[config.mk]
export PLATFORM = sky130hd
export DESIGN_NAME = cmd_cfg_multi_flat
export DESIGN_NICKNAME = d
export VERILOG_FILES = /design/src/rtl/cmd_cfg_pkg.sv /design/src/rtl/cmd_cfg_multi_if.sv /design/src/rtl/cfg_regfile.sv /design/src/rtl/cmd_cfg_multi.sv /design/src/flat_wrapper.sv
export SDC_FILE = /design/constraint.sdc
export NUM_CORES = 1
export LEC_CHECK = 0
export ABC_AREA = 1
export CORE_ASPECT_RATIO = 0.9
export CORE_MARGIN = 2
export CORE_UTILIZATION = 50
export CTS_CLUSTER_SIZE = 28
export DETAILED_ROUTE_END_ITERATION = 8
export GPL_ROUTABILITY_DRIVEN = 1
export GPL_TIMING_DRIVEN = 0
export PLACE_DENSITY = 0.83
export SETUP_SLACK_MARGIN = 0.2
export SYNTH_ARGS = -nofsm -noshare
export SYNTH_HDL_FRONTEND = slang
export SYNTH_SLANG_ARGS = --single-unit
export TNS_END_PERCENT = 5
[constraint.sdc]
create_clock -name clk -period 6.4 [get_ports clk]
set_input_delay 0.64 -clock clk [delete_from_list [all_inputs] [get_ports clk]]
set_output_delay 0.64 -clock clk [all_outputs]
set_load 0.01 [all_outputs]
[src/rtl/cmd_cfg_pkg.sv]
// Shared opcodes, FSM encodings, register map and response codes for the host command engine.
package cmd_cfg_pkg;

    typedef enum logic [1:0] {
        OP_RD   = 2'b00,
        OP_WR   = 2'b01,
        OP_DUMP = 2'b10,
        OP_NAK  = 2'b11
    } op_e;

    typedef logic [1:0] state_t;

    localparam state_t IDLE    = 2'd0;
    localparam state_t RD_WAIT = 2'd1;
    localparam state_t SEND    = 2'd2;
    localparam state_t RESP    = 2'd3;

    localparam logic [5:0] A_TRIG_CFG   = 6'h00;
    localparam logic [5:0] A_DECIM      = 6'h10;
    localparam logic [5:0] A_VIH        = 6'h11;
    localparam logic [5:0] A_VIL        = 6'h12;
    localparam logic [5:0] A_MATCH_H    = 6'h13;
    localparam logic [5:0] A_MATCH_L    = 6'h14;
    localparam logic [5:0] A_MASK_H     = 6'h15;
    localparam logic [5:0] A_MASK_L     = 6'h16;
    localparam logic [5:0] A_BAUD_H     = 6'h17;
    localparam logic [5:0] A_BAUD_L     = 6'h18;
    localparam logic [5:0] A_TRIG_POS_H = 6'h19;
    localparam logic [5:0] A_TRIG_POS_L = 6'h1A;
    localparam logic [5:0] A_DUMP_LEN_H = 6'h1B;
    localparam logic [5:0] A_DUMP_LEN_L = 6'h1C;

    localparam logic [7:0] ACK = 8'hA5;
    localparam logic [7:0] NAK = 8'hEE;

endpackage

[src/rtl/cmd_cfg_multi_if.sv]
// UART command/response handshake plus RAMqueue read port; master is the host side, slave the engine.
interface cmd_cfg_multi_if #(
    parameter int LOG2   = 9,
    parameter int NUM_CH = 5
);
    logic [15:0]         cmd;
    logic                cmd_rdy;
    logic                resp_sent;
    logic [LOG2-1:0]     waddr;
    logic [NUM_CH*8-1:0] rdata;
    logic [7:0]          resp;
    logic                send_resp;
    logic                clr_cmd_rdy;
    logic [LOG2-1:0]     raddr;

    modport master (
        output cmd, cmd_rdy, resp_sent, waddr, rdata,
        input  resp, send_resp, clr_cmd_rdy, raddr
    );

    modport slave (
        input  cmd, cmd_rdy, resp_sent, waddr, rdata,
        output resp, send_resp, clr_cmd_rdy, raddr
    );
endinterface

[src/rtl/cfg_regfile.sv]
// Configuration registers: write decode, reset values, sticky capture-done, read mux and address check.
// Writes land one cycle after wr_en; read data and addr_valid are combinational on addr.
module cfg_regfile
    import cmd_cfg_pkg::*;
#(
    parameter int LOG2   = 9,
    parameter int NUM_CH = 5
) (
    input  logic                clk,
    input  logic                rst,
    input  logic                wr_en,
    input  logic [5:0]          addr,
    input  logic [7:0]          wdata,
    input  logic                set_capture_done,
    output logic [7:0]          rd_data,
    output logic                addr_valid,
    output logic [15:0]         dump_len,
    output logic [LOG2-1:0]     trig_pos,
    output logic [3:0]          decimator,
    output logic [7:0]          VIH,
    output logic [7:0]          VIL,
    output logic [7:0]          matchH,
    output logic [7:0]          matchL,
    output logic [7:0]          maskH,
    output logic [7:0]          maskL,
    output logic [7:0]          baud_cntH,
    output logic [7:0]          baud_cntL,
    output logic [5:0]          TrigCfg,
    output logic [NUM_CH*5-1:0] ChTrigCfg
);

    logic [7:0] trig_pos_h, trig_pos_l, dump_len_h, dump_len_l;

    assign trig_pos = LOG2'({trig_pos_h, trig_pos_l});
    assign dump_len = {dump_len_h, dump_len_l};

    assign addr_valid = (addr == A_TRIG_CFG)
                     || ((addr >= 6'h01) && (addr <= 6'(NUM_CH)))
                     || ((addr >= A_DECIM) && (addr <= A_DUMP_LEN_L));

    always_ff @(posedge clk or posedge rst) begin
        if (rst) begin
            TrigCfg    <= 6'h03;
            ChTrigCfg  <= {NUM_CH{5'h01}};
            decimator  <= 4'h0;
            VIH        <= 8'hAA;
            VIL        <= 8'h55;
            matchH     <= 8'h00;
            matchL     <= 8'h00;
            maskH      <= 8'h00;
            maskL      <= 8'h00;
            baud_cntH  <= 8'h06;
            baud_cntL  <= 8'hC8;
            trig_pos_h <= 8'h00;
            trig_pos_l <= 8'h01;
            dump_len_h <= 8'h00;
            dump_len_l <= 8'h00;
        end else begin
            // capture-done goes first so a same-cycle TrigCfg write overrides it
            if (set_capture_done) TrigCfg[5] <= 1'b1;
            if (wr_en) begin
                case (addr)
                    A_TRIG_CFG:   TrigCfg    <= wdata[5:0];
                    A_DECIM:      decimator  <= wdata[3:0];
                    A_VIH:        VIH        <= wdata;
                    A_VIL:        VIL        <= wdata;
                    A_MATCH_H:    matchH     <= wdata;
                    A_MATCH_L:    matchL     <= wdata;
                    A_MASK_H:     maskH      <= wdata;
                    A_MASK_L:     maskL      <= wdata;
                    A_BAUD_H:     baud_cntH  <= wdata;
                    A_BAUD_L:     baud_cntL  <= wdata;
                    A_TRIG_POS_H: trig_pos_h <= wdata;
                    A_TRIG_POS_L: trig_pos_l <= wdata;
                    A_DUMP_LEN_H: dump_len_h <= wdata;
                    A_DUMP_LEN_L: dump_len_l <= wdata;
                    default: ;
                endcase
                for (int i = 0; i < NUM_CH; i++) begin
                    if (addr == 6'(i + 1)) ChTrigCfg[i*5 +: 5] <= wdata[4:0];
                end
            end
        end
    end

    always_comb begin
        rd_data = 8'h00;
        case (addr)
            A_TRIG_CFG:   rd_data = {2'b00, TrigCfg};
            A_DECIM:      rd_data = {4'h0, decimator};
            A_VIH:        rd_data = VIH;
            A_VIL:        rd_data = VIL;
            A_MATCH_H:    rd_data = matchH;
            A_MATCH_L:    rd_data = matchL;
            A_MASK_H:     rd_data = maskH;
            A_MASK_L:     rd_data = maskL;
            A_BAUD_H:     rd_data = baud_cntH;
            A_BAUD_L:     rd_data = baud_cntL;
            A_TRIG_POS_H: rd_data = trig_pos_h;
            A_TRIG_POS_L: rd_data = trig_pos_l;
            A_DUMP_LEN_H: rd_data = dump_len_h;
            A_DUMP_LEN_L: rd_data = dump_len_l;
            default: ;
        endcase
        for (int i = 0; i < NUM_CH; i++) begin
            if (addr == 6'(i + 1)) rd_data = {3'b000, ChTrigCfg[i*5 +: 5]};
        end
    end

endmodule

[src/rtl/cmd_cfg_multi.sv]
// Logic-analyser host command engine: register read/write and multi-byte channel dump from the RAMqueue.
// Each response byte is held until resp_sent; a command completes with a clr_cmd_rdy pulse.
module cmd_cfg_multi
    import cmd_cfg_pkg::*;
#(
    parameter int ENTRIES = 384,
    parameter int LOG2    = 9,
    parameter int NUM_CH  = 5
) (
    input  logic                clk,
    input  logic                rst,
    cmd_cfg_multi_if.slave      bus,
    input  logic                set_capture_done,
    output logic [LOG2-1:0]     trig_pos,
    output logic [3:0]          decimator,
    output logic [7:0]          VIH,
    output logic [7:0]          VIL,
    output logic [7:0]          matchH,
    output logic [7:0]          matchL,
    output logic [7:0]          maskH,
    output logic [7:0]          maskL,
    output logic [7:0]          baud_cntH,
    output logic [7:0]          baud_cntL,
    output logic [5:0]          TrigCfg,
    output logic [NUM_CH*5-1:0] ChTrigCfg
);

    localparam int CW = $clog2(ENTRIES + 1);

    state_t        state;
    logic [CW-1:0] remaining;
    logic [CW-1:0] eff_len;
    logic [2:0]    dump_ch;
    logic          in_dump;
    logic [7:0]    rd_data;
    logic [7:0]    chan_byte;
    logic          addr_valid;
    logic          wr_en;
    logic          ch_ok;
    logic [15:0]   dump_len;
    op_e           op;
    logic [2:0]    cmd_ch;

    assign op     = op_e'(bus.cmd[15:14]);
    assign cmd_ch = bus.cmd[10:8];
    assign ch_ok  = (cmd_ch != 3'd0) && ({1'b0, cmd_ch} <= 4'(NUM_CH));
    assign wr_en  = (state == IDLE) && bus.cmd_rdy && (op == OP_WR) && addr_valid;

    // zero or an over-long length both mean "the whole queue"
    assign eff_len = ((dump_len == 16'd0) || ({1'b0, dump_len} > 17'(ENTRIES)))
                   ? CW'(ENTRIES) : CW'(dump_len);

    always_comb begin
        chan_byte = 8'h00;
        for (int n = 1; n <= NUM_CH; n++) begin
            if (dump_ch == 3'(n)) chan_byte = bus.rdata[(n-1)*8 +: 8];
        end
    end

    cfg_regfile #(.LOG2(LOG2), .NUM_CH(NUM_CH)) u_regs (
        .clk              (clk),
        .rst              (rst),
        .wr_en            (wr_en),
        .addr             (bus.cmd[13:8]),
        .wdata            (bus.cmd[7:0]),
        .set_capture_done (set_capture_done),
        .rd_data          (rd_data),
        .addr_valid       (addr_valid),
        .dump_len         (dump_len),
        .trig_pos         (trig_pos),
        .decimator        (decimator),
        .VIH              (VIH),
        .VIL              (VIL),
        .matchH           (matchH),
        .matchL           (matchL),
        .maskH            (maskH),
        .maskL            (maskL),
        .baud_cntH        (baud_cntH),
        .baud_cntL        (baud_cntL),
        .TrigCfg          (TrigCfg),
        .ChTrigCfg        (ChTrigCfg)
    );

    always_ff @(posedge clk or posedge rst) begin
        if (rst) begin
            state           <= IDLE;
            bus.resp        <= 8'h00;
            bus.send_resp   <= 1'b0;
            bus.clr_cmd_rdy <= 1'b0;
            bus.raddr       <= '0;
            remaining       <= '0;
            dump_ch         <= 3'd0;
            in_dump         <= 1'b0;
        end else begin
            bus.send_resp   <= 1'b0;
            bus.clr_cmd_rdy <= 1'b0;
            case (state)
                IDLE: begin
                    if (bus.cmd_rdy) begin
                        in_dump <= 1'b0;
                        state   <= RESP;
                        bus.send_resp <= 1'b1;
                        bus.resp      <= NAK;
                        case (op)
                            OP_RD:   if (addr_valid) bus.resp <= rd_data;
                            OP_WR:   if (addr_valid) bus.resp <= ACK;
                            OP_DUMP: begin
                                if (ch_ok) begin
                                    bus.send_resp <= 1'b0;
                                    bus.raddr     <= bus.waddr;
                                    remaining     <= eff_len;
                                    dump_ch       <= cmd_ch;
                                    in_dump       <= 1'b1;
                                    state         <= RD_WAIT;
                                end
                            end
                            default: ;
                        endcase
                    end
                end
                RD_WAIT: state <= SEND;
                SEND: begin
                    bus.resp      <= chan_byte;
                    bus.send_resp <= 1'b1;
                    remaining     <= remaining - 1'b1;
                    state         <= RESP;
                end
                RESP: begin
                    if (bus.resp_sent) begin
                        if (in_dump && (remaining != '0)) begin
                            bus.raddr <= (bus.raddr == LOG2'(ENTRIES - 1)) ? '0 : bus.raddr + 1'b1;
                            state     <= RD_WAIT;
                        end else begin
                            bus.clr_cmd_rdy <= 1'b1;
                            state           <= IDLE;
                        end
                    end
                end
                default: state <= IDLE;
            endcase
        end
    end

endmodule

[src/flat_wrapper.sv]
// flat-port wrapper written by rule: the top's interface ports become plain ports
module cmd_cfg_multi_flat import cmd_cfg_pkg::*;
#(
    parameter int ENTRIES = 384,
    parameter int LOG2    = 9,
    parameter int NUM_CH  = 5
)
  (clk, rst, set_capture_done, trig_pos, decimator, VIH, VIL, matchH, matchL, maskH, maskL, baud_cntH, baud_cntL, TrigCfg, ChTrigCfg, bus_cmd, bus_cmd_rdy, bus_resp_sent, bus_waddr, bus_rdata, bus_resp, bus_send_resp, bus_clr_cmd_rdy, bus_raddr);
  cmd_cfg_multi_if #(.LOG2(LOG2), .NUM_CH(NUM_CH)) bus_i ();
  input  logic clk;
  input  logic rst;
  input  logic set_capture_done;
  output logic [LOG2-1:0] trig_pos;
  output logic [3:0] decimator;
  output logic [7:0] VIH;
  output logic [7:0] VIL;
  output logic [7:0] matchH;
  output logic [7:0] matchL;
  output logic [7:0] maskH;
  output logic [7:0] maskL;
  output logic [7:0] baud_cntH;
  output logic [7:0] baud_cntL;
  output logic [5:0] TrigCfg;
  output logic [NUM_CH*5-1:0] ChTrigCfg;
  input wire logic [$bits(bus_i.cmd)-1:0] bus_cmd;
  input wire logic [$bits(bus_i.cmd_rdy)-1:0] bus_cmd_rdy;
  input wire logic [$bits(bus_i.resp_sent)-1:0] bus_resp_sent;
  input wire logic [$bits(bus_i.waddr)-1:0] bus_waddr;
  input wire logic [$bits(bus_i.rdata)-1:0] bus_rdata;
  output wire logic [$bits(bus_i.resp)-1:0] bus_resp;
  output wire logic [$bits(bus_i.send_resp)-1:0] bus_send_resp;
  output wire logic [$bits(bus_i.clr_cmd_rdy)-1:0] bus_clr_cmd_rdy;
  output wire logic [$bits(bus_i.raddr)-1:0] bus_raddr;
  assign bus_i.cmd = bus_cmd;
  assign bus_i.cmd_rdy = bus_cmd_rdy;
  assign bus_i.resp_sent = bus_resp_sent;
  assign bus_i.waddr = bus_waddr;
  assign bus_i.rdata = bus_rdata;
  assign bus_resp = bus_i.resp;
  assign bus_send_resp = bus_i.send_resp;
  assign bus_clr_cmd_rdy = bus_i.clr_cmd_rdy;
  assign bus_raddr = bus_i.raddr;
  cmd_cfg_multi #(.ENTRIES(ENTRIES), .LOG2(LOG2), .NUM_CH(NUM_CH)) u_core (.clk(clk), .rst(rst), .bus(bus_i), .set_capture_done(set_capture_done), .trig_pos(trig_pos), .decimator(decimator), .VIH(VIH), .VIL(VIL), .matchH(matchH), .matchL(matchL), .maskH(maskH), .maskL(maskL), .baud_cntH(baud_cntH), .baud_cntL(baud_cntL), .TrigCfg(TrigCfg), .ChTrigCfg(ChTrigCfg));
endmodule
After elaboration in Yosys (flattened, before gate mapping)
Index checks and enable logic that the tools add are counted.

Register bits after elaboration: 165. Latch bits: 0. Memory bits (writable): 0. ROM bits: 0. Input bits: 70. Output and inout port bits: 127. Logic and storage cells: 159. Memories: 0.

Add/subtract/negate cells: 2. Multipliers: 0. Div/mod/pow operators: 0. Order comparisons: 6. Equal/unequal tests: 34. Shift-type cells: 0. Muxes and demuxes: 46. Bitwise operators: 0. Reduce and logical (&&, ||, !) cells: 43.

Operator list (number): $pmux W8 S14 (1); $mux W8 (12); $mux W9 (10); $eq A6 B5 Y1 const B (13); $reduce_and A2 Y1 (22); $pmux W9 S2 (2); $pmux W8 S2 (2); $gt A16 B9 Y1 const B (1); $logic_not A16 Y1 (1); $eq A6 B2 Y1 const B (2); $eq A6 B3 Y1 const B (2); $mux W6 (2); $mux W1 (10); $add A9 B1 Y9 const B (1); $eq A9 B9 Y1 const B (1); $reduce_bool A9 Y1 (1); $sub A9 B1 Y9 const B (1); $mux W2 (4); $pmux W2 S4 (1); $reduce_and A4 Y1 (2); $logic_and A1 B1 Y1 (7); $mux W7 (1); $eq A2 B2 Y1 const B (3); $eq A3 B2 Y1 const B (2); 18 further kinds (27).

Depth between registers and ports, before layout
Gate-level depths: netlist of run 1.

Depth in word-level cells: 11. Gate-level depth with buffers: 16. Gate-level depth less buffers: 16.

Modules after synthesis
From an unflattened synthesis of run 1, not the netlist that was laid out.

Cells, all modules: 1145. Area total of the unflattened synthesis: 8677.1 um^2.

Modules (own cells, without submodules): cfg_regfile (instances 1, cells each 744, area each 6160.9 um^2, seq. area each 3304.4 um^2); cmd_cfg_multi (instances 1, cells each 401, area each 2516.2 um^2, seq. area each 850.8 um^2).

Least setup slack after synthesis of run 1
No wires, ideal clock.

Path type: register to register. From: register u_core.state[0]. To: register u_core.remaining[0]. Library setup time: 0.130 ns. Data arrival time: 1.871 ns. Data required time: 6.270 ns. Path slack: 4.399 ns. Stages on the path, launching flop included: 12. Buffers on the path: 2. Cells stage by stage: dfrtp_1 > inv_1 > ha_1 > buf_2 > inv_1 > o21ai_1 > inv_1 > nor2_2 > inv_1 > buf_2 > a21oi_1 > a22oi_1.

Cells in the longest elaborated chain, start to end: 3. Elaborated cells between the ends (all ways): 8. Classes of those cells: eq/ne: 4; mux: 1; reduce/logical: 3.

RTL lines: start, declared (RTL line cmd_cfg_multi.sv:30) `state_t state;`; start signal, assigned (RTL line cmd_cfg_multi.sv:86) `state <= IDLE;`; start signal, assigned (RTL line cmd_cfg_multi.sv:101) `state <= RESP;`; start signal, assigned (RTL line cmd_cfg_multi.sv:114) `state <= RD_WAIT;`; $logic_not A2 Y1 / $eq A2 B2 Y1 (equally long branches) (RTL line cmd_cfg_multi.sv:97) `case (state)`; $ne A2 B1 Y1 (no line), or another cell as far along; $reduce_and A4 Y1 (no line); end signal, assigned (RTL line cmd_cfg_multi.sv:111) `remaining <= eff_len;`; end signal, assigned (RTL line cmd_cfg_multi.sv:125) `remaining <= remaining - 1'b1;`; end, declared (RTL line cmd_cfg_multi.sv:31) `logic [CW-1:0] remaining;`.

Several ways; a longest one is shown, not always the timed one. A chain may end at the register's enable or synchronous reset.

Worst setup path after layout of run 1
From: input port bus_cmd[8]. To: register u_core.bus.resp[5].

Cells in the longest elaborated chain, start to end: 11. Elaborated cells between the ends (all ways): 37. Classes of those cells: order compare: 4; eq/ne: 18; mux: 10; reduce/logical: 5.

RTL lines: start, declared (RTL line flat_wrapper.sv:25) `input wire logic [$bits(bus_i.cmd)-1:0] bus_cmd;`; $eq A6 B5 Y1 / $logic_not A6 Y1 (equally long branches) (RTL line cfg_regfile.sv:88, cfg_regfile.sv:37); $pmux W8 S14 (RTL line cfg_regfile.sv:88) `case (addr)`; $mux W8 (5 in series) (RTL line cfg_regfile.sv:106) `if (addr == 6'(i + 1)) rd_data = {3'b000, ChTrigCfg[i*5 +: 5]};`; $mux W8 (*) (RTL line cmd_cfg_multi.sv:105) `OP_RD: if (addr_valid) bus.resp <= rd_data;`; $pmux W8 S2 (*) (RTL line cmd_cfg_multi.sv:104) `case (op)`; $mux W8 (*) (RTL line cmd_cfg_multi.sv:99) `if (bus.cmd_rdy) begin`; $pmux W8 S2 (*) (RTL line cmd_cfg_multi.sv:97); end signal, assigned (RTL line cmd_cfg_multi.sv:105); end signal, assigned (RTL line cmd_cfg_multi.sv:123) `bus.resp <= chan_byte;`; end, declared (RTL line cmd_cfg_multi_if.sv:23) `output resp, send_resp, clr_cmd_rdy, raddr`.

Mark *: on every way between the ends. The rest lies on a longest branch, timed or not. The select of a mux whose other input is x is not followed.

==> metrics.txt, run 1 <==
# TYPE chip_impl_metric gauge
chip_impl_metric{name="count_of_different_cell_masters_after_synthesis",unit=""} 40
chip_impl_metric{name="slowest_delay",unit="ps"} 570
chip_impl_metric{name="h-tree-depth",unit=""} 4
chip_impl_metric{name="detailed_routing_iterations_pass_1",unit=""} 6
chip_impl_info{name="clockRootBuffer",value="sky130_fd_sc_hd__clkbuf_16"} 1
chip_impl_metric{name="design.portCount",unit=""} 197
chip_impl_info{name="timing.critical_path.to_type",value="flop"} 1
chip_impl_metric{name="layout.filler_cells",unit=""} 1241
chip_impl_info{name="cpMaxStageDelayCell",value="sky130_fd_sc_hd__clkdlybuf4s50_1"} 1
chip_impl_info{name="cts_tree",value="yes"} 1
chip_impl_metric{name="synth_top_cell_area_share",unit="%"} 43.85
chip_impl_metric{name="drtAntennaViolNets",unit=""} 0
chip_impl_metric{name="grt_util_all_layers",unit="%"} 31.87
chip_impl_metric{name="synth_fp_nets",unit=""} 1128
chip_impl_metric{name="wl_per_cell",unit="um"} 18.49
chip_impl_metric{name="drt-initial-drc-count",unit=""} 937
chip_impl_metric{name="mappedNetlistArea",unit="sq mm"} 0.008218
chip_impl_info{name="min_path_type",value="flop to flop"} 1
chip_impl_metric{name="finish.net_count",unit=""} 1344
chip_impl_metric{name="yosysSeqAreaShare",unit="%"} 50.56
chip_impl_metric{name="clock_power_share",unit="%"} 33.4
chip_impl_info{name="crit_path_cell_trace",value="clkdlybuf4s50_1 -> inv_1 -> nand2_1 -> inv_2 -> nand2_1 -> nor2_1 -> nand2_1 -> nand3_1 -> a211oi_1 -> nand2_1 -> o21ai_0 -> a21oi_1"} 1
chip_impl_metric{name="pre_cts_ws",unit="ps"} 3365
chip_impl_metric{name="hold_buffer_count_at_cts",unit=""} 0
chip_impl_metric{name="finish.utilization",unit="%"} 68.82
chip_impl_info{name="status",value="completed"} 1
chip_impl_metric{name="clock_skew",unit="ps"} 11.67
chip_impl_metric{name="finalCriticalPeriod",unit="ps"} 2724
chip_impl_metric{name="post-cts-setup-buffers",unit=""} 0
chip_impl_metric{name="finalMaxSlewViolations",unit=""} 0
chip_impl_metric{name="worstPathRequired",unit="ps"} 6710
chip_impl_info{name="worst_path_most_repeated_cell",value="sky130_fd_sc_hd__nand2_1"} 1
chip_impl_metric{name="p_leak",unit="nW"} 4.940
chip_impl_metric{name="worst_hold_slack",unit="ps"} 485.5
chip_impl_metric{name="finish.cell_count_without_fillers",unit=""} 1488
chip_impl_info{name="post_synth_main_area_contributors",value="sky130_fd_sc_hd__dfrtp_1 (44%), sky130_fd_sc_hd__nand2_1 (16%), sky130_fd_sc_hd__o21ai_0 (7.3%)"} 1
chip_impl_metric{name="dieArea",unit="sq mm"} 0.01748
chip_impl_metric{name="synth-seq-cells",unit=""} 165
chip_impl_metric{name="dp_cell_count",unit=""} 1456
chip_impl_metric{name="post_synth_inst_count",unit=""} 1052
chip_impl_metric{name="rows",unit=""} 44
chip_impl_metric{name="pin_count_of_the_biggest_net_entering_global_routing",unit=""} 115
chip_impl_info{name="synthDominantAreaCellType",value="sky130_fd_sc_hd__dfrtp_1"} 1
chip_impl_metric{name="grt_pass1_wl",unit="um"} 43610
chip_impl_metric{name="swShare",unit="%"} 33.15
chip_impl_metric{name="area_delta_synth_final",unit="%"} 35.08
chip_impl_metric{name="worstSkewPairLatency",unit="ps"} 440
chip_impl_metric{name="finalSetupViolations",unit=""} 0
chip_impl_info{name="cp-start-kind",value="input port"} 1
chip_impl_info{name="cpLargestDelayFamily",value="simple AND/OR/NAND/NOR gates"} 1
chip_impl_metric{name="detailroute.via_count",unit=""} 8611
chip_impl_metric{name="antenna_cells_inserted",unit=""} 0
chip_impl_metric{name="die_y",unit="um"} 125.6
chip_impl_metric{name="number_of_remaining_drc_errors",unit=""} 0
chip_impl_metric{name="multi_input_comb_area",unit="sq mm"} 0.003600
chip_impl_metric{name="grt_antenna_before_repair",unit=""} 0
chip_impl_metric{name="grt_pass1_vias",unit=""} 8282
chip_impl_info{name="grt_setup_unrepaired",value="no"} 1
chip_impl_metric{name="period_share",unit="%"} 42.57
chip_impl_metric{name="worst_pin_slew",unit="ps"} 708.0
chip_impl_metric{name="timing.critical_path.arrival",unit="ps"} 3040
chip_impl_metric{name="finalHoldViolCount",unit=""} 0
chip_impl_info{name="mostFrequentLayoutCells",value="sky130_fd_sc_hd__nand2_1 (343), sky130_fd_sc_hd__clkdlybuf4s50_1 (196), sky130_fd_sc_hd__dfrtp_1 (144), sky130_fd_sc_hd__o21ai_0 (120), sky130_fd_sc_hd__nor2_1 (86)"} 1
chip_impl_metric{name="placement.io_buffers",unit=""} 196
chip_impl_metric{name="cts-root-to-sink-buffers",unit=""} 2
chip_impl_metric{name="timing.fmax",unit="MHz"} 367.0
chip_impl_metric{name="path_max_fanout",unit=""} 8
chip_impl_metric{name="irDropWorstVdd",unit="uV"} 246.7
chip_impl_metric{name="buffers_plus_inverters_on_the_worst_setup_path",unit=""} 3
chip_impl_metric{name="drive_gt1_share",unit="%"} 8.353
chip_impl_info{name="layout_commonest_cell",value="sky130_fd_sc_hd__nand2_1"} 1
chip_impl_metric{name="clock_sinks",unit=""} 165
chip_impl_metric{name="via_per_inst",unit=""} 5.787
chip_impl_metric{name="yosys_warnings",unit=""} 0
chip_impl_metric{name="place_congestion",unit=""} 0.9405
chip_impl_metric{name="grt-ovfl-total",unit=""} 0
chip_impl_metric{name="max_cap_violations",unit=""} 0
chip_impl_metric{name="share_seq_of_total_power",unit="%"} 38.3
chip_impl_metric{name="postRouteWirelength",unit="um"} 27510
chip_impl_metric{name="post_cts_resized",unit=""} 0
chip_impl_metric{name="area.sequential",unit="sq mm"} 0.004155
chip_impl_metric{name="hpwlAfterDp",unit="um"} 19820
chip_impl_metric{name="switching_power_total",unit="mW"} 1.086
chip_impl_metric{name="setup_slack_of_the_critical_path_after_layout",unit="ps"} 3676
chip_impl_metric{name="core",unit="sq mm"} 0.01613
chip_impl_metric{name="floorplan.initialDensity",unit="%"} 50.95
chip_impl_metric{name="floorplan.die.width",unit="um"} 139.1
chip_impl_metric{name="power.combinational.fraction",unit="%"} 28.3
chip_impl_metric{name="cts_inserted_buffers",unit=""} 17
chip_impl_metric{name="power_report.internal_total",unit="mW"} 2.190
chip_impl_metric{name="power.density_cell_area",unit="mW/mm^2"} 295.0
chip_impl_metric{name="clk_transition_reported_paths",unit="ps"} 60
chip_impl_info{name="path_type_of_the_worst_setup_path",value="input port to flop"} 1
chip_impl_metric{name="slew_headroom",unit="%"} 52.80
chip_impl_metric{name="syn-mean-instance-area",unit="sq um"} 7.812
power groups by stage:
| stage | Clock, mW | Combinational [mW] | Sequential (mW) |
|---|---|---|---|
| floorplan | 0 | 0.538 | 1.28 |
| global placement | 0 | 0.871 | 1.26 |
| detailed placement | 0 | 0.905 | 1.27 |
| CTS | 1.10 | 0.917 | 1.25 |
| global route | 1.14 | 1.03 | 1.27 |
| finish | 1.09 | 0.927 | 1.25 |
path summary, 6_finish.rpt:
kind / depth (start not counted) / to / start / slack (ps)
max: 12 / u_core.bus.resp[5] / bus_cmd[8] / 3680
min: 2 / u_core.bus.resp[0] / u_core.bus.resp[0] / 490
max reg2reg: 11 / u_core.remaining[0] / u_core.state[0] / 3830
min reg2reg: 2 / u_core.bus.resp[0] / u_core.bus.resp[0] / 490
max in group asynchronous: 3 / u_core.u_regs.trig_pos_l[0] / rst / 4920
min in group asynchronous: 2 / u_core.u_regs.ChTrigCfg[14] / rst / 610
sequential cells by signal (all words and copies together), names as in the netlist, 2 cells and up:
| register | flops |
|---|---|
| u_core.u_regs.VIL | 8 |
| u_core.u_regs.maskH | 8 |
| u_core.state | 2 |
| u_core.dump_ch | 3 |
| u_core.u_regs.decimator | 4 |
| u_core.u_regs.trig_pos_h | 8 |
| u_core.u_regs.ChTrigCfg | 25 |
| u_core.u_regs.baud_cntL | 8 |
| u_core.remaining | 9 |
| u_core.u_regs.trig_pos_l | 8 |
| u_core.u_regs.matchH | 8 |
| u_core.u_regs.baud_cntH | 8 |
| u_core.bus.resp | 8 |
| u_core.u_regs.dump_len_h | 8 |
| u_core.u_regs.TrigCfg | 6 |
| u_core.u_regs.matchL | 8 |
| u_core.u_regs.dump_len_l | 8 |
| u_core.u_regs.maskL | 8 |
| u_core.bus.raddr | 9 |
| u_core.u_regs.VIH | 8 |
through the flow:
stage / power, mW / TNS (ps) / instance area, sq um
floorplan: 1.813 / 0 / 8218
global placement: 2.134 / -105150 / 10440
global route: 3.440 / 0 / 11100
CTS: 3.264 / 0 / 11100
finish: 3.275 / 0 / 11100
detailed placement: 2.174 / 0 / 10470
per-layer routing:
metal,up-vias,wire (um),track usage (%)
li1,3916,-,-
met1,4055,11360,43.61
met2,557,12220,49.12
met3,83,2999,8.061
met4,0,932,12.95
met5,-,0,0
synthesized netlist by cell type, drive strengths merged:
library cell and number:
nor3 9, a211oi 5, or2 3, nand3 44, and3 1, o22ai 2, clkbuf 14, nand4 9
a31oi 6, a22o 8, inv 79, xor2 1, ha 6, dfrtp 144, o21ai 168, a41oi 1
a221oi 9, nor4 1, o21a 2, o211ai 6, nand2 354, nand3b 1, nor2 98, a22oi 5
dfstp 21, buf 18, xnor2 1, a21oi 36
logic make-up after synthesis:
group,share of synthesized area [%]
compound gates,16.66
xor+xnor,0.2132
fa+ha+maj,0.9135
buf+inv,5.633
flops,50.56
simple gates,26.02
worst reg2reg max path: stages (launching register included):
cell and delay [ps]:
sky130_fd_sc_hd__dfrtp_1 400, sky130_fd_sc_hd__inv_1 140, sky130_fd_sc_hd__ha_1 170, sky130_fd_sc_hd__buf_2 230
sky130_fd_sc_hd__inv_1 90, sky130_fd_sc_hd__o21ai_1 440, sky130_fd_sc_hd__inv_1 140, sky130_fd_sc_hd__nor2_2 330
sky130_fd_sc_hd__inv_1 100, sky130_fd_sc_hd__buf_2 200, sky130_fd_sc_hd__a21oi_1 130, sky130_fd_sc_hd__a22oi_1 80
final cells by class:
cell class / count / area share (%)
Sequential cell: 165 / 37.43
Multi-Input combinational cell: 776 / 32.43
Timing Repair Buffer: 197 / 17.92
Clock buffer: 21 / 4.058
Inverter: 79 / 2.739
Tap cell: 207 / 2.333
Clock inverter: 11 / 1.589
Buffer: 32 / 1.499
No activity file was read; power rests on OpenSTA's default activity.
==> inputs of run 2 (changes only) <==
==> constraint.sdc (replaced) <==
create_clock -name clk -period 2.7 [get_ports clk]
set_input_delay 0.27 -clock clk [delete_from_list [all_inputs] [get_ports clk]]
set_output_delay 0.27 -clock clk [all_outputs]
set_load 0.01 [all_outputs]
==> metrics.txt, run 2 (synthesis gave the netlist of run 1 again) <==
# TYPE chip_impl_metric gauge
chip_impl_metric{name="post-cts-setup-buffers",unit=""} 0
chip_impl_metric{name="drive_gt1_share",unit="%"} 8.723
chip_impl_metric{name="grt_pass1_vias",unit=""} 8187
chip_impl_metric{name="clk_transition_reported_paths",unit="ps"} 60
chip_impl_metric{name="power_report.internal_total",unit="mW"} 5.151
chip_impl_info{name="min_path_type",value="input port to asynchronous set/reset pin"} 1
chip_impl_metric{name="worst_hold_slack",unit="ps"} 277.6
chip_impl_info{name="grt_setup_unrepaired",value="yes"} 1
chip_impl_info{name="reg_top3",value="u_core.u_regs.ChTrigCfg x25, u_core.bus.raddr x9, u_core.remaining x9"} 1
chip_impl_info{name="mostFrequentLayoutCells",value="sky130_fd_sc_hd__nand2_1 (343), sky130_fd_sc_hd__clkdlybuf4s50_1 (196), sky130_fd_sc_hd__dfrtp_1 (144), sky130_fd_sc_hd__o21ai_0 (120), sky130_fd_sc_hd__nor2_1 (86)"} 1
chip_impl_metric{name="slack_of_the_worst_reg_to_reg_path",unit="ps"} 340
chip_impl_metric{name="buffers_plus_inverters_on_the_worst_setup_path",unit=""} 3
chip_impl_metric{name="clock_sinks",unit=""} 165
chip_impl_info{name="path_type_of_the_worst_setup_path",value="flop to flop"} 1
chip_impl_metric{name="floorplan.die.width",unit="um"} 139.1
chip_impl_metric{name="clock_skew",unit="ps"} 9.489
chip_impl_metric{name="antenna_cells_inserted",unit=""} 0
chip_impl_metric{name="swShare",unit="%"} 33.14
chip_impl_info{name="layout_commonest_cell",value="sky130_fd_sc_hd__nand2_1"} 1
chip_impl_metric{name="pin_count_of_the_biggest_net_entering_global_routing",unit=""} 40
chip_impl_info{name="worst_r2r_startpoint",value="u_core.remaining[0]"} 1
chip_impl_info{name="crit_path_cell_trace",value="inv_1 -> ha_1 -> nand4_1 -> nor3_2 -> nand2_1 -> or2_1 -> nand2_1 -> nand2_1 -> nand2_2 -> inv_2 -> buf_2 -> nand2_1 -> o21ai_0"} 1
chip_impl_metric{name="period_share",unit="%"} 87.45
chip_impl_metric{name="irDropWorstVdd",unit="uV"} 467.9
chip_impl_metric{name="grt-ovfl-total",unit=""} 0
chip_impl_metric{name="setup_slack_of_the_critical_path_after_layout",unit="ps"} 338.9
chip_impl_info{name="cpLargestDelayFamily",value="simple AND/OR/NAND/NOR gates"} 1
chip_impl_metric{name="die_y",unit="um"} 125.6
chip_impl_metric{name="worstRegToRegCells",unit=""} 13
chip_impl_metric{name="drt-initial-drc-count",unit=""} 908
chip_impl_metric{name="path_max_fanout",unit=""} 10
chip_impl_metric{name="detailed_routing_iterations_pass_1",unit=""} 9
chip_impl_metric{name="power.combinational.fraction",unit="%"} 28.6
chip_impl_metric{name="largest_reg_flops",unit=""} 25
chip_impl_metric{name="finish.utilization",unit="%"} 69.07
chip_impl_metric{name="worstSkewPairLatency",unit="ps"} 440
chip_impl_info{name="failing_checks",value="design-rule violations"} 1
chip_impl_metric{name="hold_buffer_count_at_cts",unit=""} 0
chip_impl_metric{name="p_leak",unit="nW"} 4.958
chip_impl_metric{name="detailroute.via_count",unit=""} 8613
chip_impl_metric{name="worst_pin_slew",unit="ps"} 774.4
chip_impl_metric{name="hpwlAfterDp",unit="um"} 20120
chip_impl_metric{name="crit_cells",unit=""} 13
chip_impl_metric{name="max_cap_violations",unit=""} 0
chip_impl_metric{name="dp_cell_count",unit=""} 1459
chip_impl_metric{name="finalMaxSlewViolations",unit=""} 0
chip_impl_info{name="cp-start-kind",value="flop"} 1
chip_impl_metric{name="placement.io_buffers",unit=""} 196
chip_impl_metric{name="finalSetupViolations",unit=""} 0
chip_impl_info{name="cpMaxStageDelayCell",value="sky130_fd_sc_hd__dfrtp_1"} 1
chip_impl_metric{name="place_congestion",unit=""} 0.9465
chip_impl_metric{name="share_seq_of_total_power",unit="%"} 38.7
chip_impl_metric{name="via_per_inst",unit=""} 5.777
chip_impl_metric{name="area_delta_synth_final",unit="%"} 35.57
chip_impl_metric{name="core",unit="sq mm"} 0.01613
chip_impl_info{name="reg2reg_to",value="u_core.bus.raddr[7]"} 1
chip_impl_metric{name="pre_cts_ws",unit="ps"} 67.78
chip_impl_metric{name="finalHoldViolCount",unit=""} 0
chip_impl_metric{name="number_of_remaining_drc_errors",unit=""} 1
chip_impl_metric{name="worstPathRequired",unit="ps"} 3010
chip_impl_metric{name="grt_antenna_before_repair",unit=""} 1
chip_impl_metric{name="finish.cell_count_without_fillers",unit=""} 1491
chip_impl_metric{name="cts-root-to-sink-buffers",unit=""} 2
chip_impl_metric{name="slowest_delay",unit="ps"} 360
chip_impl_metric{name="design.portCount",unit=""} 197
chip_impl_info{name="timing.critical_path.to_type",value="flop"} 1
chip_impl_metric{name="rows",unit=""} 44
chip_impl_metric{name="grt_pass1_wl",unit="um"} 43400
chip_impl_info{name="worst_path_most_repeated_cell",value="sky130_fd_sc_hd__nand2_1"} 1
chip_impl_metric{name="timing.critical_path.arrival",unit="ps"} 2670
chip_impl_metric{name="timing.fmax",unit="MHz"} 423.5
chip_impl_info{name="clockRootBuffer",value="sky130_fd_sc_hd__clkbuf_16"} 1
chip_impl_metric{name="wl_per_cell",unit="um"} 18.54
chip_impl_metric{name="postRouteWirelength",unit="um"} 27640
chip_impl_metric{name="layout.filler_cells",unit=""} 1266
chip_impl_metric{name="finalCriticalPeriod",unit="ps"} 2361
chip_impl_metric{name="h-tree-depth",unit=""} 4
chip_impl_metric{name="dieArea",unit="sq mm"} 0.01748
chip_impl_info{name="max_flop_register",value="u_core.u_regs.ChTrigCfg"} 1
chip_impl_metric{name="drtAntennaViolNets",unit=""} 0
chip_impl_metric{name="floorplan.initialDensity",unit="%"} 50.95
chip_impl_metric{name="switching_power_total",unit="mW"} 2.553
chip_impl_info{name="status",value="complete, but fails checks"} 1
chip_impl_metric{name="slew_headroom",unit="%"} 48.37
chip_impl_metric{name="power.density_cell_area",unit="mW/mm^2"} 691.5
chip_impl_metric{name="finish.net_count",unit=""} 1347
chip_impl_info{name="cts_tree",value="yes"} 1
chip_impl_metric{name="cts_inserted_buffers",unit=""} 17
chip_impl_metric{name="clock_power_share",unit="%"} 32.7
chip_impl_metric{name="grt_util_all_layers",unit="%"} 31.67
-- run 2: cell types whose count changed in the layout (fill, tap and decap cells not counted) --
cell	before	now
sky130_fd_sc_hd__buf_12	0	4
sky130_fd_sc_hd__inv_8	1	0
sky130_fd_sc_hd__o21ai_2	0	1
sky130_fd_sc_hd__clkbuf_8	1	3
sky130_fd_sc_hd__nor2_4	0	1
sky130_fd_sc_hd__clkinv_2	1	4
sky130_fd_sc_hd__nor3_2	1	2
sky130_fd_sc_hd__clkinv_4	4	0
sky130_fd_sc_hd__o21ai_1	48	47
sky130_fd_sc_hd__nor3_1	8	7
sky130_fd_sc_hd__clkinvlp_4	1	2
sky130_fd_sc_hd__buf_16	1	0
sky130_fd_sc_hd__bufinv_16	4	3
sky130_fd_sc_hd__nor2_2	11	10
-- run 2: what timing repair did --
item	4_1_cts	5_1_grt
resized for setup	0	3
hold endpoints to repair	0	0
endpoints found under the setup margin	0	15
-- run 2: worst max-delay path by stage --
stage                              from                     endpoint
finish              u_core.remaining[0]          u_core.bus.raddr[7]
global route        u_core.remaining[0]          u_core.bus.raddr[7]
floorplan                           rst       u_core.bus.clr_cmd_rdy
global placement                    rst  u_core.u_regs.trig_pos_l[6]
CTS                     u_core.state[0]          u_core.remaining[0]
detailed placement          bus_cmd[13]      u_core.u_regs.matchL[1]
-- run 2: power groups by stage --
stage	logic [mW]	registers [mW]	clock network, mW
2_1_floorplan	1.28	3.02	0
3_3_place_gp	2.06	3.00	0
3_5_place_dp	2.15	3.01	0
4_1_cts	2.17	2.97	2.51
5_1_grt	2.46	3.01	2.62
6_report	2.20	2.98	2.52
-- run 2: stage by stage --
| stage | power, mW | instance area, sq um | TNS [ps] |
|---|---|---|---|
| final | 7.704 | 11140 | 0 |
| after global routing | 8.090 | 11140 | 0 |
| after CTS | 7.652 | 11130 | 0 |
| after detailed placement | 5.157 | 10520 | 0 |
| after global placement | 5.055 | 10440 | -142540 |
| after floorplan | 4.299 | 8222 | 0 |
-- run 2: metal layers --
layer | up-vias | track usage [%] | wire, um
li1 | 3913 | - | -
met1 | 4078 | 44.48 | 11530
met2 | 553 | 48.77 | 12440
met3 | 69 | 7.529 | 2935
met4 | 0 | 10.99 | 737
met5 | - | 0 | 0
-- run 2: area by class of cell --
type	count	area [sq um]	share of cell area, %
repair buffers	200	2042	18.33
plain buffers	32	166.4	1.494
well taps	207	259.0	2.325
inverters	79	300.3	2.695
clock buffers	23	478.0	4.290
clock inverters	9	126.4	1.134
multi-input cells	776	3613	32.43
flip-flops and latches	165	4155	37.30
==> inputs of run 3 (changes only) <==
--- a/config.mk
+++ b/config.mk
@@ -14,6 +14,7 @@
 export GPL_ROUTABILITY_DRIVEN = 1
 export GPL_TIMING_DRIVEN = 0
 export PLACE_DENSITY = 0.83
+export RECOVER_POWER = 100
 export SETUP_SLACK_MARGIN = 0.2
 export SYNTH_ARGS = -nofsm -noshare
 export SYNTH_HDL_FRONTEND = slang
==> metrics.txt, run 3 (synthesis gave the netlist of run 1 again) <==
# TYPE chip_impl_metric gauge
chip_impl_info{name="status",value="completed"} 1
chip_impl_metric{name="area_delta_synth_final",unit="%"} 34.87
chip_impl_metric{name="worstRegToRegCells",unit=""} 13
chip_impl_metric{name="finish.net_count",unit=""} 1347
chip_impl_metric{name="finalSetupViolations",unit=""} 0
chip_impl_metric{name="hpwlAfterDp",unit="um"} 20120
chip_impl_metric{name="finalMaxSlewViolations",unit=""} 0
chip_impl_info{name="worst_r2r_startpoint",value="u_core.remaining[0]"} 1
chip_impl_metric{name="placed_cell_area",unit="sq mm"} 0.01052
chip_impl_metric{name="crit_cells",unit=""} 16
chip_impl_metric{name="cts_inserted_buffers",unit=""} 17
chip_impl_info{name="cpMaxStageDelayCell",value="sky130_fd_sc_hd__dlygate4sd3_1"} 1
chip_impl_metric{name="worstPathRequired",unit="ps"} 3070
chip_impl_metric{name="largest_reg_flops",unit=""} 25
chip_impl_metric{name="grt-ovfl-total",unit=""} 0
chip_impl_metric{name="total_power",unit="mW"} 7.619
chip_impl_info{name="grt_setup_unrepaired",value="yes"} 1
chip_impl_metric{name="wl_per_cell",unit="um"} 18.47
chip_impl_metric{name="rows",unit=""} 44
chip_impl_metric{name="floorplan.die.width",unit="um"} 139.1
chip_impl_metric{name="placement.io_buffers",unit=""} 196
chip_impl_metric{name="detailed_routing_iterations_pass_1",unit=""} 8
chip_impl_metric{name="drt-initial-drc-count",unit=""} 914
chip_impl_metric{name="post-cts-setup-buffers",unit=""} 0
chip_impl_metric{name="layout.cell_area.non_filler",unit="sq mm"} 0.01108
chip_impl_metric{name="slowest_delay",unit="ps"} 610
chip_impl_info{name="clockRootBuffer",value="sky130_fd_sc_hd__clkbuf_16"} 1
chip_impl_metric{name="postRouteWirelength",unit="um"} 27550
chip_impl_metric{name="drive_gt1_share",unit="%"} 7.788
chip_impl_metric{name="buffers_plus_inverters_on_the_worst_setup_path",unit=""} 3
chip_impl_info{name="cp-start-kind",value="input port"} 1
chip_impl_metric{name="timing.critical_path.arrival",unit="ps"} 2860
chip_impl_metric{name="slack_of_the_worst_reg_to_reg_path",unit="ps"} 260
chip_impl_metric{name="hold_buffer_count_at_cts",unit=""} 0
chip_impl_metric{name="slew_headroom",unit="%"} 8.819
chip_impl_metric{name="clock_sinks",unit=""} 165
chip_impl_info{name="crit_path_cell_trace",value="dlygate4sd3_1 -> inv_1 -> nand2_1 -> inv_1 -> nand2_1 -> nor2_1 -> nand2_1 -> nand4_1 -> nor2_1 -> nand3b_1 -> nand2_1 -> nand3_1 -> nand2_1 -> nand2_1 -> nand2_1 -> nand2_1"} 1
chip_impl_metric{name="pin_count_of_the_biggest_net_entering_global_routing",unit=""} 40
chip_impl_info{name="reg2reg_to",value="u_core.bus.raddr[7]"} 1
chip_impl_metric{name="path_max_fanout",unit=""} 8
chip_impl_info{name="max_flop_register",value="u_core.u_regs.ChTrigCfg"} 1
chip_impl_metric{name="grt_pass1_wl",unit="um"} 43400
chip_impl_metric{name="worst_pin_slew",unit="ps"} 1360
chip_impl_metric{name="finish.utilization",unit="%"} 68.71
chip_impl_metric{name="worstSkewPairLatency",unit="ps"} 440
chip_impl_metric{name="floorplan.initialDensity",unit="%"} 50.95
chip_impl_metric{name="post_cts_resized",unit=""} 0
chip_impl_metric{name="core",unit="sq mm"} 0.01613
chip_impl_metric{name="dieArea",unit="sq mm"} 0.01748
chip_impl_metric{name="clk_transition_reported_paths",unit="ps"} 60
chip_impl_info{name="worst_setup_path_startpoint",value="bus_cmd[8]"} 1
chip_impl_metric{name="place_congestion",unit=""} 0.9465
chip_impl_metric{name="number_of_remaining_drc_errors",unit=""} 0
chip_impl_info{name="cpLargestDelayFamily",value="simple AND/OR/NAND/NOR gates"} 1
chip_impl_info{name="min_path_type",value="input port to flop"} 1
chip_impl_metric{name="finalCriticalPeriod",unit="ps"} 2488
chip_impl_metric{name="cts-root-to-sink-buffers",unit=""} 2
chip_impl_metric{name="finalHoldViolCount",unit=""} 0
chip_impl_metric{name="grt_pass1_vias",unit=""} 8187
chip_impl_metric{name="clock_skew",unit="ps"} 9.350
chip_impl_info{name="worst_path_most_repeated_cell",value="sky130_fd_sc_hd__nand2_1"} 1
chip_impl_metric{name="period_share",unit="%"} 92.15
chip_impl_metric{name="multi_input_comb_area",unit="sq mm"} 0.003608
chip_impl_metric{name="area.sequential",unit="sq mm"} 0.004155
chip_impl_metric{name="die_y",unit="um"} 125.6
chip_impl_metric{name="grt_util_all_layers",unit="%"} 31.67
chip_impl_metric{name="h-tree-depth",unit=""} 4
chip_impl_metric{name="timing.fmax",unit="MHz"} 401.9
chip_impl_metric{name="p_leak",unit="nW"} 5.316
chip_impl_info{name="reg_top3",value="u_core.u_regs.ChTrigCfg x25, u_core.bus.raddr x9, u_core.remaining x9"} 1
chip_impl_info{name="crit_end",value="u_core.bus.resp[0]"} 1
chip_impl_metric{name="layout.filler_cells",unit=""} 1281
chip_impl_metric{name="max_cap_violations",unit=""} 0
chip_impl_metric{name="via_per_inst",unit=""} 5.775
chip_impl_metric{name="grt_antenna_before_repair",unit=""} 1
chip_impl_metric{name="power.density_cell_area",unit="mW/mm^2"} 687.4
chip_impl_metric{name="design.portCount",unit=""} 197
chip_impl_metric{name="irDropWorstVdd",unit="uV"} 463.9
chip_impl_info{name="layout_commonest_cell",value="sky130_fd_sc_hd__nand2_1"} 1
chip_impl_info{name="cts_tree",value="yes"} 1
chip_impl_metric{name="drtAntennaViolNets",unit=""} 0
chip_impl_metric{name="detailroute.via_count",unit=""} 8617
chip_impl_metric{name="worst_hold_slack",unit="ps"} 395.2
chip_impl_info{name="mostFrequentLayoutCells",value="sky130_fd_sc_hd__nand2_1 (343), sky130_fd_sc_hd__o21ai_0 (147), sky130_fd_sc_hd__dfrtp_1 (144), sky130_fd_sc_hd__dlygate4sd3_1 (129), sky130_fd_sc_hd__nor2_1 (86)"} 1
chip_impl_info{name="timing.critical_path.to_type",value="flop"} 1
chip_impl_info{name="path_type_of_the_worst_setup_path",value="input port to flop"} 1
[run 3: cell count changes in the layout (fill, tap and decap cells not counted), sizes merged]
| cell | previous run | this run |
|---|---|---|
| buf | 22 | 8 |
| clkbuf | 37 | 51 |
| clkdlybuf4s50 | 196 | 67 |
| diode | 0 | 1 |
| dlygate4sd3 | 0 | 129 |
[run 3: how the worst min path moves through the flow]
stage | start | end | slack, ps | depth (start not counted)
6_report | bus_resp_sent | u_core.bus.clr_cmd_rdy | 400 | 3
4_1_cts | rst | u_core.u_regs.ChTrigCfg[13] | 290 | 2
5_1_grt | bus_waddr[2] | u_core.bus.raddr[2] | 410 | 3
3_3_place_gp | u_core.bus.resp[0] | u_core.bus.resp[0] | 470 | 2
3_5_place_dp | u_core.u_regs.trig_pos_h[4] | u_core.u_regs.trig_pos_h[4] | 480 | 2
2_1_floorplan | bus_resp_sent | u_core.bus.clr_cmd_rdy | 380 | 2
[run 3: metal layers]
metal | vias up | routed length [um] | track usage, %
met5 | - | 0 | 0
met4 | 0 | 871 | 10.99
met3 | 77 | 2990 | 7.529
met2 | 537 | 12320 | 48.77
met1 | 4087 | 11370 | 44.48
li1 | 3916 | - | -
[run 3: area by class of cell]
class,instances,share of cell area (%)
sequential,165,37.49
tap,207,2.337
clock inverter,9,1.140
multi-input combinational,776,32.56
timing repair buffer,200,18.18
inverter,79,2.687
clock buffer,23,4.312
buffer,32,1.276
antenna,1,0.02258
[run 3: report_power, final]
part	total, mW	leakage, nW	switching, mW	internal (mW)
clock	2.51	0.297	0.983	1.52
combinational	2.14	2.88	1.32	0.823
sequential	2.97	2.14	0.228	2.74
[run 3: metrics by stage]
step           std cells  setup slack, ps  TNS (ps)
2_1_floorplan       1052            348.4         0
6_report            1492            212.1         0
5_1_grt             1491            104.1         0
3_5_place_dp        1459            67.78         0
4_1_cts             1491            221.1         0
3_3_place_gp        1455           -968.6   -142540
[run 3: worst min-delay path, cell delays in order]
cell                              delay (ps)
sky130_fd_sc_hd__clkdlybuf4s50_1         430
sky130_fd_sc_hd__inv_1                    60
sky130_fd_sc_hd__nor2_1                   40
